## src/rtl/tlc_pkg.sv

```systemverilog
// Shared types and helpers for the N-way traffic light controller.
//   phase_t  : 2-bit phase encoding exposed on the phase output
//   width_of : clog2-based width with a floor of one bit
//   rr_next  : round-robin pick of the next sensed direction
package tlc_pkg;

  localparam int unsigned MAX_DIR = 8;

  typedef enum logic [1:0] {
    ALL_RED = 2'd0,
    GREEN   = 2'd1,
    YELLOW  = 2'd2,
    EMERG   = 2'd3
  } phase_t;

  // Bits needed to index n values (never less than one).
  function automatic int unsigned width_of(input int unsigned n);
    return (n <= 32'd2) ? 32'd1 : 32'($clog2(n));
  endfunction

  // First requesting direction after cur, wrapping, cur itself checked last.
  // With no request at all, cur is kept.
  function automatic logic [2:0] rr_next(input logic [MAX_DIR-1:0] req,
                                         input logic [2:0]         cur,
                                         input int unsigned        num);
    logic [2:0]  res;
    logic        found;
    logic [31:0] idx;
    res   = cur;
    found = 1'b0;
    for (int unsigned k = 1; k <= MAX_DIR; k++) begin
      if (k <= num) begin
        idx = 32'(cur) + 32'(k);
        if (idx >= num) idx = idx - num;
        if (!found && req[idx[2:0]]) begin
          res   = idx[2:0];
          found = 1'b1;
        end
      end
    end
    return res;
  endfunction

endpackage

```

## src/rtl/tlc_tick_gen.sv

```systemverilog
// Timing tick prescaler: counts 0..TICK_DIV-1 and pulses tick for one clk
// when the count wraps. Only rst clears the count.
//   clk, rst : clock, asynchronous active-high reset
//   tick     : one-clk pulse every TICK_DIV clks
module tlc_tick_gen
  import tlc_pkg::*;
#(
  parameter int unsigned TICK_DIV = 50_000_000
) (
  input  logic clk,
  input  logic rst,
  output logic tick
);

  localparam int unsigned CW   = width_of(TICK_DIV);
  localparam logic [CW-1:0] LAST = CW'(TICK_DIV - 1);

  logic [CW-1:0] cnt_q;

  // Free-running prescaler with registered wrap pulse.
  always_ff @(posedge clk or posedge rst) begin
    if (rst) begin
      cnt_q <= '0;
      tick  <= 1'b0;
    end else begin
      if (cnt_q == LAST) cnt_q <= '0;
      else               cnt_q <= cnt_q + 1'b1;
      tick <= (cnt_q == LAST);
    end
  end

endmodule

```

## src/rtl/traffic_light_controller_nway.sv

```systemverilog
// N-direction traffic light controller. One direction is green at a time,
// granted round-robin among sensed demand, with min/max green, yellow and
// all-red clearance timed in prescaled ticks, plus emergency override.
//   clk, rst          : clock, asynchronous active-high reset
//   sense             : per-direction vehicle sensors (level, asynchronous)
//   emerg_req         : emergency override request (level, asynchronous)
//   emerg_dir         : direction to force green (quasi-static)
//   red/yellow/green  : registered lamp drives, one lamp per direction
//   active_dir        : direction owning the current phase
//   phase             : 0=ALL_RED 1=GREEN 2=YELLOW 3=EMERG
module traffic_light_controller_nway
  import tlc_pkg::*;
#(
  parameter int unsigned NUM_DIR   = 4,
  parameter int unsigned TICK_DIV  = 50_000_000,
  parameter int unsigned GREEN_MIN = 10,
  parameter int unsigned GREEN_MAX = 30,
  parameter int unsigned YELLOW_T  = 3,
  parameter int unsigned ALLRED_T  = 1
) (
  input  logic                             clk,
  input  logic                             rst,
  input  logic [NUM_DIR-1:0]               sense,
  input  logic                             emerg_req,
  input  logic [width_of(NUM_DIR)-1:0]     emerg_dir,
  output logic [NUM_DIR-1:0]               red,
  output logic [NUM_DIR-1:0]               yellow,
  output logic [NUM_DIR-1:0]               green,
  output logic [width_of(NUM_DIR)-1:0]     active_dir,
  output logic [1:0]                       phase
);

  localparam int unsigned DIR_W = width_of(NUM_DIR);
  localparam int unsigned T_TOP =
    (GREEN_MAX >= YELLOW_T) ? ((GREEN_MAX >= ALLRED_T) ? GREEN_MAX : ALLRED_T)
                            : ((YELLOW_T  >= ALLRED_T) ? YELLOW_T  : ALLRED_T);
  localparam int unsigned CNT_W = width_of(T_TOP + 1);

  localparam logic [CNT_W-1:0] C_TOP = CNT_W'(T_TOP);
  localparam logic [CNT_W-1:0] G_MIN = CNT_W'(GREEN_MIN);
  localparam logic [CNT_W-1:0] G_MAX = CNT_W'(GREEN_MAX);
  localparam logic [CNT_W-1:0] Y_T   = CNT_W'(YELLOW_T);
  localparam logic [CNT_W-1:0] A_T   = CNT_W'(ALLRED_T);

  logic [NUM_DIR-1:0] sense_meta, sense_s;
  logic               emerg_meta, emerg_s;
  logic               tick;

  phase_t             state_q, state_d;
  logic [DIR_W-1:0]   act_d;
  logic [CNT_W-1:0]   cnt_q, cnt_d, cnt_sat, sat_top;
  logic [NUM_DIR-1:0] red_d, yellow_d, green_d;
  logic [NUM_DIR-1:0] act_mask;
  logic               own, other, emerg_valid, emerg_act;

  tlc_tick_gen #(
    .TICK_DIV (TICK_DIV)
  ) u_tick (
    .clk  (clk),
    .rst  (rst),
    .tick (tick)
  );

  // Two-flop synchronisers for the asynchronous level inputs.
  always_ff @(posedge clk or posedge rst) begin
    if (rst) begin
      sense_meta <= '0;
      sense_s    <= '0;
      emerg_meta <= 1'b0;
      emerg_s    <= 1'b0;
    end else begin
      sense_meta <= sense;
      sense_s    <= sense_meta;
      emerg_meta <= emerg_req;
      emerg_s    <= emerg_meta;
    end
  end

  // An emerg_dir outside 0..NUM_DIR-1 would light no lamp, so it is ignored.
  if ((1 << DIR_W) == NUM_DIR) begin : g_dir_full
    assign emerg_valid = 1'b1;
  end else begin : g_dir_part
    assign emerg_valid = (32'(emerg_dir) < NUM_DIR);
  end

  assign emerg_act = emerg_s & emerg_valid;
  assign act_mask  = NUM_DIR'(1) << active_dir;
  assign own       = |(sense_s & act_mask);
  assign other     = |(sense_s & ~act_mask);
  assign phase     = state_q;

  // Next phase, owner, phase counter and lamp decode.
  always_comb begin
    state_d  = state_q;
    act_d    = active_dir;
    cnt_d    = cnt_q;
    green_d  = '0;
    yellow_d = '0;
    red_d    = '1;

    sat_top = (state_q == GREEN) ? G_MAX : C_TOP;
    cnt_sat = (cnt_q >= sat_top) ? sat_top : cnt_q + 1'b1;
    if (tick) cnt_d = cnt_sat;

    case (state_q)
      ALL_RED: begin
        if (tick && (cnt_sat >= A_T)) begin
          if (emerg_act) begin
            state_d = EMERG;
            act_d   = emerg_dir;
          end else begin
            state_d = GREEN;
            act_d   = DIR_W'(rr_next(MAX_DIR'(sense_s), 3'(active_dir), NUM_DIR));
          end
        end
      end
      GREEN: begin
        // Emergency preempts green immediately, without waiting for a tick.
        if (emerg_act) begin
          state_d = (emerg_dir == active_dir) ? EMERG : YELLOW;
        end else if (tick && (cnt_sat >= G_MIN) && other &&
                     (!own || (cnt_sat == G_MAX))) begin
          state_d = YELLOW;
        end
      end
      YELLOW: begin
        if (tick && (cnt_sat >= Y_T)) state_d = ALL_RED;
      end
      EMERG: begin
        if (!emerg_s) state_d = GREEN;
      end
      default: state_d = ALL_RED;
    endcase

    if (state_d != state_q) cnt_d = '0;

    for (int unsigned i = 0; i < NUM_DIR; i++) begin
      if (act_d == DIR_W'(i)) begin
        green_d[i]  = (state_d == GREEN) || (state_d == EMERG);
        yellow_d[i] = (state_d == YELLOW);
      end
    end
    red_d = ~(green_d | yellow_d);
  end

  // Phase state and registered lamp outputs.
  always_ff @(posedge clk or posedge rst) begin
    if (rst) begin
      state_q    <= ALL_RED;
      active_dir <= '0;
      cnt_q      <= '0;
      red        <= '1;
      yellow     <= '0;
      green      <= '0;
    end else begin
      state_q    <= state_d;
      active_dir <= act_d;
      cnt_q      <= cnt_d;
      red        <= red_d;
      yellow     <= yellow_d;
      green      <= green_d;
    end
  end

endmodule

```

## config.mk

```make
export PLATFORM = sky130hd
export DESIGN_NAME = traffic_light_controller_nway
export DESIGN_NICKNAME = d
export VERILOG_FILES = /design/src/rtl/tlc_pkg.sv /design/src/rtl/tlc_tick_gen.sv /design/src/rtl/traffic_light_controller_nway.sv
export SDC_FILE = /design/constraint.sdc
export NUM_CORES = 1
export LEC_CHECK = 0
export CAP_MARGIN = 10
export CORE_MARGIN = 2
export CORE_UTILIZATION = 47
export DETAILED_ROUTE_END_ITERATION = 10
export PLACE_DENSITY = 0.72
export SLEW_MARGIN = 15
export SYNTH_ARGS = -nofsm -noshare
export SYNTH_HDL_FRONTEND = slang
export SYNTH_HIERARCHICAL = 1
export SYNTH_SLANG_ARGS = --single-unit
```

## constraint.sdc

```tcl
create_clock -name clk -period 7.05 [get_ports clk]
set_clock_uncertainty 0.1 [all_clocks]
set_input_delay 1.41 -clock clk [delete_from_list [all_inputs] [get_ports clk]]
set_output_delay 1.41 -clock clk [all_outputs]
set_load 0.01 [all_outputs]
```

### Word level (Yosys, flattened, before mapping)

Index checks and enable logic that the tools add are counted.

| cells by class | value |
|---|---|
| equality and inequality tests | 13 |
| order comparisons | 12 |
| bitwise gates (word level) | 5 |
| reduce and logical (&&, ||, !) cells | 19 |
| shift operators | 1 |
| add/sub/neg operators | 10 |
| muxes and demuxes | 63 |

Operators by type and width:

| kind | number |
|---|---|
| 3-bit 2-to-1 mux | 16 |
| 26-bit by 1-bit adder with 26-bit output (second input constant) | 1 |
| 26-bit == test (second input constant) | 1 |
| 2-bit 2-to-1 mux | 13 |
| 26-bit 2-to-1 mux | 1 |
| 1-bit 2-to-1 mux | 25 |
| 3-bit by 4-bit < comparator with 1-bit output (second input constant) | 4 |
| 5-bit 2-to-1 mux | 3 |
| 1-bit binary-select mux with 3-bit select | 4 |
| 2-bit == test (second input constant) | 6 |
| 3-bit subtractor (second input constant) | 4 |
| 3-bit >= comparator (second input constant) | 3 |
| 4-bit bitwise AND | 2 |
| 1-bit logical AND | 8 |
| 4-bit NOT | 2 |
| 2-bit case mux with 4 select lines | 1 |
| 4-bit OR reduction | 2 |
| 2-bit by 2-bit adder with 3-bit output (second input constant) | 2 |
| 2-bit by 1-bit == test with 1-bit output (second input constant) | 3 |
| 5-bit by 1-bit adder with 5-bit output (second input constant) | 1 |
| 5-bit == test (second input constant) | 1 |
| 5-bit by 1-bit >= comparator with 1-bit output (second input constant) | 1 |
| 5-bit by 2-bit >= comparator with 1-bit output (second input constant) | 1 |
| 5-bit by 4-bit >= comparator with 1-bit output (second input constant) | 1 |
| other kinds (12) | 17 |

| word-level totals | value |
|---|---|
| output and inout bits | 16 |
| logic and storage cells | 135 |
| input bits | 9 |
| bits in registers | 58 |

### Logic depth before layout (Yosys ltp)

Gate-level depths: netlist (run 1).

| depth | value |
|---|---|
| depth after elaboration | 34 |
| depth in mapped cells | 10 |
| depth with buffers taken out | 9 |

### Cells and area by module

The synthesis (run 1) kept the hierarchy.

Modules (own cells, without submodules):

| module | times used | cells an instance | seq. area each (um^2) | area each (um^2) |
|---|---|---|---|---|
| traffic_light_controller_nway | 1 | 171 | 780.7 | 1761.7 |
| tlc_tick_gen | 1 | 128 | 675.6 | 1323.8 |

### Worst setup path before layout (run 1)

No wires, ideal clock.

| path | value |
|---|---|
| path type | register -> register |
| start | reg, netlist name cnt_q[0] |
| end | reg red[0] |
| stages on the path, launching flop included | 11 |
| arrival | 2.378 ns |
| period minus slack after synthesis | 2.566 ns |
| library setup time | 0.088 ns |
| slack | 4.484 ns |
| required time | 6.862 ns |
| path buffers | 1 |
| cells stage by stage | dfrtp_1 clkbuf_1 inv_1 ha_1 o2111ai_2 o311ai_4 o21ai_2 o21ba_2 a21oi_4 inv_2 or3_1 |

RTL lines:

| what | RTL line | source |
|---|---|---|
| to (signal assigned) | traffic_light_controller_nway.sv:159 | `red <= red_d;` |
| to (decl) | traffic_light_controller_nway.sv:26 | `output logic [NUM_DIR-1:0] red,` |

### Worst setup path after layout (run 1)

| path | value |
|---|---|
| start | reg active_dir[0] |
| end | out active_dir[0] |

RTL lines:

| what | RTL line | source |
|---|---|---|
| from (decl) | traffic_light_controller_nway.sv:29 | `output logic [width_of(NUM_DIR)-1:0] active_dir,` |
| from (signal assigned) | traffic_light_controller_nway.sv:157 | `active_dir <= act_d;` |

No word-level cell between the ends.

==> results by group, run 1 <==
Run status
  – Status: completed

Drt
  – Vias: 2393
  – Pre-Repair DR Iteration Count: 4
  – 1st-iter DRT viols: 99
  – Routed vias/inst: 5.909
  – DRC violations left: 0
  – Final ANT Viol Nets: 0
  – Wire per inst: 15.28 um
  – Final wirelength: 6187 um

Finish
  – Multi-input gate area: 1524 sq um
  – Commonest non-fill, non-tap cell in the layout: dfrtp_1
  – Layout cells sized above 1: 11.89%
  – Nets: 340
  – Fin util: 56.63%
  – Non-Filler Instances: 405
  – # fillers: 556
  – Commonest cells after routing, fill and taps aside: dfrtp_1 (54), clkdlybuf4s50_1 (24), nor2_1 (20)
  – Area Growth Syn to Fin: 16.55%
  – Final instance area: 3596 sq um
  – Sequential cell area: 1456 sq um
  – N_diodes: 0

Worst hold path
  – Worst hold path class: flip-flop to flip-flop
  – Hold_sp: sense_meta[0]$_DFF_PP0_

Logic synthesis
  – Mapped Area: 3085 sq um
  – Netlist cell types: 59
  – Number of synthesized flops with an enable pin: 0
  – FFs w/ async S/R, synth: 100.0%
  – Post-Synthesis Cells: 299
  – Mean Syn Cell Area: 10.32 sq um
  – Yosys reg bits: 58
  – Primary FF master, synth: dfrtp_1
  – Mapped Nets: 316
  – Post-synthesis sequential area ratio: 47.20%
  – Synth warn: 6

Worst setup path
  – Max stage delay on crit path: 0.63 ns
  – CP startpoint kind: flip-flop
  – Arrival @ worst endpoint: 1.59 ns
  – Reg2Reg Launch Point: cnt_q[1]$_DFFE_PP0P_
  – Max stage delay cell, worst path: dfrtp_1
  – CP Data Required Time: 5.54 ns
  – CP delay by family, top: flip-flops
  – WS Path Type: flip-flop to output pin
  – Setup crit start: active_dir[0]$_DFF_PP0_
  – CP cell instances: clkdlybuf4s50_1
  – CP max FO: 10
  – Worst setup EP type: output pin
  – Buf+Inv Stages, Crit Path: 1

Floorplan
  – Starting Density: 48.59%
  – Die X: 85.03 um
  – Die boundary height: 85.03 um
  – Num ports: 25
  – Core area: 6350 sq um
  – Cell row count: 29
  – Die area: 7229 sq um

Job
  – Max-cap viol count: 0

Power
  – Net Sw Power: 0.1955 mW
  – Switch share: 24.51%
  – Total Power: 0.7975 mW
  – Pint: 0.6020 mW
  – PD cells: 221.8 nW/um^2
  – Static Leakage: 1.543 nW
  – VDD IR max: 0.1617 mV
  – Logic pwr share: 11.7%
  – Sequential Power Share: 45.3%
  – Clock power share: 43.1%

Global routing
  – Largest net degree at the start of global routing: 32
  – Initial antenna violation count: 0
  – Vias in the first global route: 2353
  – First-pass GRT wire length: 10830 um
  – Overflow after GRT: 0
  – Global-route usage over all layers: 18.81%

Place
  – Port Buffers: 24
  – Placed Cells: 389
  – Post-DP HPWL: 4314 um
  – DP Worst Slack: 3.941 ns
  – Placed inst area: 3369 sq um
  – Final GP Congestion: 0.8670

STA
  – Fmax: 0.3224 GHz
  – Slew @ Worst Pin: 1.073 ns
  – RSZ-0062 raised after global routing: false
  – Part of the cycle the worst path needs: 44.00%
  – Final min period: 3.102 ns
  – # setup viols final: 0
  – Endpoints failing hold: 0
  – Setup TNS: 0 ns
  – Slew margin rel.: 28.10%
  – Slew Viols, Final: 0
  – Hold WS: 0.2538 ns
  – Final worst slack: 3.948 ns

Clock tree
  – Clock Latency Late Sink: 0.33 ns
  – H-tree lvl count: 3
  – CTS Hold Buffers Added: 0
  – Post-CTS sizing: 0
  – Clock buffer count from CTS: 9
  – Clock-pin slew on the worst setup and hold paths: 0.07 ns
  – Clk Tree Root Cell: clkbuf_8
  – Clock sink total: 58
  – TritonCTS clock tree: built
  – CTS max path bufs: 2
  – Setup Buffers After CTS: 0
layer usage:
layer	vias to the layer above	global-route usage, %	wire (um)	share of wire (%)
met3	13	5.739	220	3.6
met4	0	6.638	104	1.7
met2	46	31.32	3054	49
met1	1177	23.20	2808	45
met5	-	0	0	0
li1	1157	-	-	-
cells in the mapped netlist, drive strengths merged, types with 3 or more instances:
cell	n	area (sq um)
mux2	4	45.04
buf	7	41.29
inv	12	45.05
clkbuf	5	18.77
nand4	10	68.81
nor2	20	75.07
dfstp	4	105.1
nor3	13	75.07
and4	6	52.55
o31ai	8	60.06
or3	6	37.54
nand2b	3	18.77
nor2b	5	31.28
dfrtp	54	1351
nand2	15	56.30
mux2i	5	50.05
xnor2	7	61.31
nand3	17	85.08
or4	5	37.54
o21ai	11	58.80
ha	8	100.1
a21oi	16	91.34
or2	3	18.77
and3	7	43.79
o211ai	4	30.03
xor2	10	87.58
nor4	6	37.54
cells by family (layout without fill, tap and decap cells):
logic type	after synthesis	count (layout)	share of synthesized area, %
AOI/OAI and AO/OA	60	60	15.37
xor gates and xnor gates	17	17	4.826
adders and majority gates	8	8	3.244
buffers and inverters	24	53	3.407
DFF	58	58	47.20
muxes	9	9	3.082
and+or+nand+nor	123	123	22.87
cell type report:
type	count	share of cell area, %
clock inverters	6	2.470
flip-flops and latches	58	40.50
inverters	12	1.253
clock buffers	10	3.827
multi-input cells	217	42.38
well taps	77	2.679
repair buffers	25	6.889
flip-flops by register name, summed over array words and instances, names as in the netlist, 4 cells and up:
name	cells
u_tick/cnt_q	26
cnt_q	5
green	4
red	4
sense_meta	4
sense_s	4
yellow	4
power by group through the flow:
| stage | Clock (mW) | Combinational (mW) | Sequential [mW] |
|---|---|---|---|
| 2_1_floorplan | 0 | 0.0469 | 0.370 |
| 3_3_place_gp | 0 | 0.0927 | 0.367 |
| 3_5_place_dp | 0 | 0.0935 | 0.368 |
| 4_1_cts | 0.353 | 0.0940 | 0.361 |
| 5_1_grt | 0.369 | 0.101 | 0.364 |
| 6_report | 0.343 | 0.0930 | 0.361 |
path summary, 6_finish.rpt:
kind,slack (ns),to,cells after the start
max,3.95,active_dir[0],1
min,0.25,sense_s[0]$_DFF_PP0_,0
max reg2reg,4.24,yellow[0]$_DFF_PP0_,8
min reg2reg,0.25,sense_s[0]$_DFF_PP0_,0
max in group asynchronous,4.99,u_tick/cnt_q[3]$_DFF_PP0_,2
min in group asynchronous,1.40,cnt_q[0]$_DFFE_PP0P_,3
(Power assumes the default switching activity.)
==> run 2, diff against run 1 <==
--- a/config.mk
+++ b/config.mk
@@ -9,7 +9,7 @@
 export CORE_MARGIN = 2
 export CORE_UTILIZATION = 47
 export DETAILED_ROUTE_END_ITERATION = 10
-export PLACE_DENSITY = 0.72
+export PLACE_DENSITY = 0.74
 export SLEW_MARGIN = 15
 export SYNTH_ARGS = -nofsm -noshare
 export SYNTH_HDL_FRONTEND = slang
==> constraint.sdc (replaced) <==
create_clock -name clk -period 2.75 [get_ports clk]
set_clock_uncertainty 0.1 [all_clocks]
set_input_delay 0.55 -clock clk [delete_from_list [all_inputs] [get_ports clk]]
set_output_delay 0.55 -clock clk [all_outputs]
set_load 0.01 [all_outputs]
==> run 2 against run 1 <==
- first-iteration DRC count is 31% higher
- global-route usage up 0.70 points
- wire length increased by 3.3%
- register-to-register slack got worse by 4.1 ns
- design area up 2.4%
- utilization up 1.3 points
- sequential share of layout area down 0.94 points
- clock-buffer cell count fell by 1
- flip-flop and latch count is the same
==> results by group, run 2 (synthesized netlist as in run 1, its figures left out) <==
Finish
  – Top reg by flops: u_tick/cnt_q
  – Non-Filler Instances: 414 (+2.2%)
  – Area Growth Syn to Fin: 19.30%
  – Commonest non-fill, non-tap cell in the layout: dfrtp_1
  – Nets: 349 (+2.6%)
  – Layout cells sized above 1: 14.24% (+2.4 points)
  – Fin util: 57.97% (+1.3 points)
  – Largest registers: u_tick/cnt_q x26, cnt_q x5
  – N_diodes: 0 (unchanged)
  – Max reg flops: 26 (unchanged)
  – Commonest cells after routing, fill and taps aside: dfrtp_1 (54), clkdlybuf4s50_1 (24), nor2_1 (20)

Floorplan
  – Die area: 7229 sq um (unchanged)
  – Die X: 85.03 um (unchanged)
  – Die boundary height: 85.03 um (unchanged)
  – Starting Density: 48.59% (unchanged)
  – Cell row count: 29 (unchanged)
  – Core area: 6350 sq um (unchanged)
  – Num ports: 25 (unchanged)

Drt
  – Routed vias/inst: 5.845 (-1.1%)
  – Final wirelength: 6390 um (+3.3%)
  – Wire per inst: 15.43 um (+1.0%)
  – DRC violations left: 0 (unchanged)
  – Vias: 2420 (+1.1%)
  – 1st-iter DRT viols: 130 (+31%)
  – Final ANT Viol Nets: 0 (unchanged)
  – Pre-Repair DR Iteration Count: 4 (unchanged)

STA
  – Endpoints failing hold: 0 (unchanged)
  – Slew Viols, Final: 0 (unchanged)
  – Hold WS: 0.2462 ns (-0.007600 ns)
  – Slew margin rel.: 66.90% (+39 points)
  – Fmax: 0.3853 GHz
  – RSZ-0062 raised after global routing: false
  – # setup viols final: 0 (unchanged)
  – Part of the cycle the worst path needs: 94.39%
  – Slew @ Worst Pin: 0.4964 ns (-0.5763 ns)
  – Setup TNS: 0 ns (unchanged)
  – Final min period: 2.596 ns

Worst setup path
  – WS Path Type: flip-flop to flip-flop
  – Max stage delay on crit path: 0.45 ns (-0.18 ns)
  – CP startpoint kind: flip-flop
  – Cells on worst reg2reg path: 8 (unchanged)
  – CP Data Required Time: 2.91 ns (-2.63 ns)
  – Reg2Reg Launch Point: cnt_q[0]$_DFFE_PP0P_
  – Max stage delay cell, worst path: dfrtp_1
  – Arrival @ worst endpoint: 2.76 ns (+1.17 ns)
  – CP max FO: 9 (-1)
  – R2R Setup Slk: 0.15 ns (-4.09 ns)
  – Worst setup EP type: flip-flop
  – Reg-to-Reg End: red[0]$_DFF_PP1_
  – Setup crit start: cnt_q[0]$_DFFE_PP0P_
  – CP cell instances: ha_1, and4bb_4, o311ai_4, o21ai_4, o21bai_4, a21oi_4, inv_2, or3_1

Clock tree
  – Clock buffer count from CTS: 9 (unchanged)
  – CTS max path bufs: 2 (unchanged)
  – H-tree lvl count: 3 (unchanged)
  – Clock Latency Late Sink: 0.34 ns (about the same)
  – Clock-pin slew on the worst setup and hold paths: 0.07 ns (about the same)
  – Clk Tree Root Cell: clkbuf_8
  – Clock sink total: 58 (unchanged)
  – Setup Buffers After CTS: 0 (unchanged)
  – TritonCTS clock tree: built

Run status
  – Status: completed

Power
  – Sequential Power Share: 45.3% (about the same)
  – Switch share: 25.46% (+0.94 points)
  – Clock power share: 42.9% (-0.2 points)
  – PD cells: 557.2 nW/um^2 (+150%)
  – Static Leakage: 1.592 nW (+3.2%)
  – Total Power: 2.051 mW (+160%)
  – VDD IR max: 0.5029 mV (+210%)
  – Logic pwr share: 11.8% (about the same)
  – Pint: 1.529 mW (+150%)
  – Net Sw Power: 0.5222 mW (+170%)

Place
  – Post-DP HPWL: 4614 um (+7.0%)
  – Placed Cells: 398 (+2.3%)
  – Port Buffers: 24 (unchanged)
  – Final GP Congestion: 0.8974 (+3.5%)

Global routing
  – Largest net degree at the start of global routing: 32 (unchanged)
  – Initial antenna violation count: 0 (unchanged)
  – Overflow after GRT: 0 (unchanged)
  – Vias in the first global route: 2347 (-0.25%)
  – Global-route usage over all layers: 19.51% (+0.70 points)
  – First-pass GRT wire length: 11100 um (+2.5%)

Worst hold path
  – Hold_sp: sense_meta[1]$_DFF_PP0_
  – Worst hold path class: flip-flop to flip-flop
  – Min-Delay Path Depth: 0 (unchanged)
  – Worst Hold End: sense_s[1]$_DFF_PP0_

Job
  – Max-cap viol count: 0 (unchanged)
## run 2: cell types whose count changed in the layout (fill, tap and decap cells not counted)
cell       before  now
inv_6           1    2
o2111ai_2       1    0
buf_4           1   10
inv_1           9   10
o2111ai_4       0    1
clkinv_1        1    0
clkinv_4        0    1
clkinv_2        1    0
clkbuf_8       10    9
o21ai_4         0    1
o21ai_2         1    0
## run 2: power groups by stage
stage	clock network [mW]	logic, mW	registers (mW)
2_1_floorplan	0	0.120	0.950
3_3_place_gp	0	0.242	0.943
3_5_place_dp	0	0.244	0.944
4_1_cts	0.907	0.245	0.929
5_1_grt	0.956	0.268	0.935
6_report	0.880	0.243	0.928
## run 2: worst max path at each step
stage | slack, ns | depth (start not counted) | endpoint
after global routing | 0.003 | 8 | yellow[1]$_DFF_PP0_
after global placement | 0.25 | 9 | red[0]$_DFF_PP1_
after floorplan | 0.18 | 10 | red[0]$_DFF_PP1_
final | 0.15 | 8 | red[0]$_DFF_PP1_
after CTS | 0.08 | 9 | red[0]$_DFF_PP1_
after detailed placement | 0.11 | 9 | red[0]$_DFF_PP1_
## run 2: what timing repair did
| action | in CTS | in global routing |
|---|---|---|
| resized for setup | 0 | 2 |
| endpoints found under the setup margin | 0 | 3 |
| hold buffers | 0 | 0 |
| endpoints found under the hold margin | 0 | 0 |
## run 2: cell type report
| cell class | count | area, sq um |
|---|---|---|
| Fill cell | 525 | 2669 |
| Multi-Input combinational cell | 217 | 1543 |
| Sequential cell | 58 | 1456 |
| Timing Repair Buffer | 34 | 315.3 |
| Clock buffer | 9 | 123.9 |
| Clock inverter | 7 | 101.3 |
| Tap cell | 77 | 96.34 |
| Inverter | 12 | 45.04 |
## run 2: metal layers
metal  up-vias  wire [um]  global-route usage [%]
li1       1169          -                       -
met2        62       3215                   31.82
met1      1179       2825                   24.19
met4         0         91                   6.494
met3        10        259                   6.907
met5         -          0                       0
## run 2: per-stage QoR
stage	cell area, sq um	worst slack [ns]
2_1_floorplan	3085	0.1845
5_1_grt	3681	0.002965
3_5_place_dp	3437	0.1116
3_3_place_gp	3437	0.2498
4_1_cts	3662	0.08458
6_report	3681	0.1543
## run 2: worst max-delay path: cells and delay by family (launching register included)
family | cells | cell delay, ns
simple gates | 2 | 0.63
fa+ha+maj | 1 | 0.33
compound gates | 4 | 0.91
flops | 1 | 0.45
buf+inv | 1 | 0.10
==> run 3, diff against run 2 <==
--- a/config.mk
+++ b/config.mk
@@ -8,6 +8,7 @@
 export CAP_MARGIN = 10
 export CORE_MARGIN = 2
 export CORE_UTILIZATION = 47
+export CTS_CLUSTER_SIZE = 12
 export DETAILED_ROUTE_END_ITERATION = 10
 export PLACE_DENSITY = 0.74
 export SLEW_MARGIN = 15
==> constraint.sdc (replaced) <==
create_clock -name clk -period 2.75 [get_ports clk]
set_clock_uncertainty 0.1 [all_clocks]
set_input_delay 0.4125 -clock clk [delete_from_list [all_inputs] [get_ports clk]]
set_output_delay 0.4125 -clock clk [all_outputs]
set_load 0.01 [all_outputs]
==> results of run 3 <==
Same layout as run 2 (identical final DEF). Status: completed.
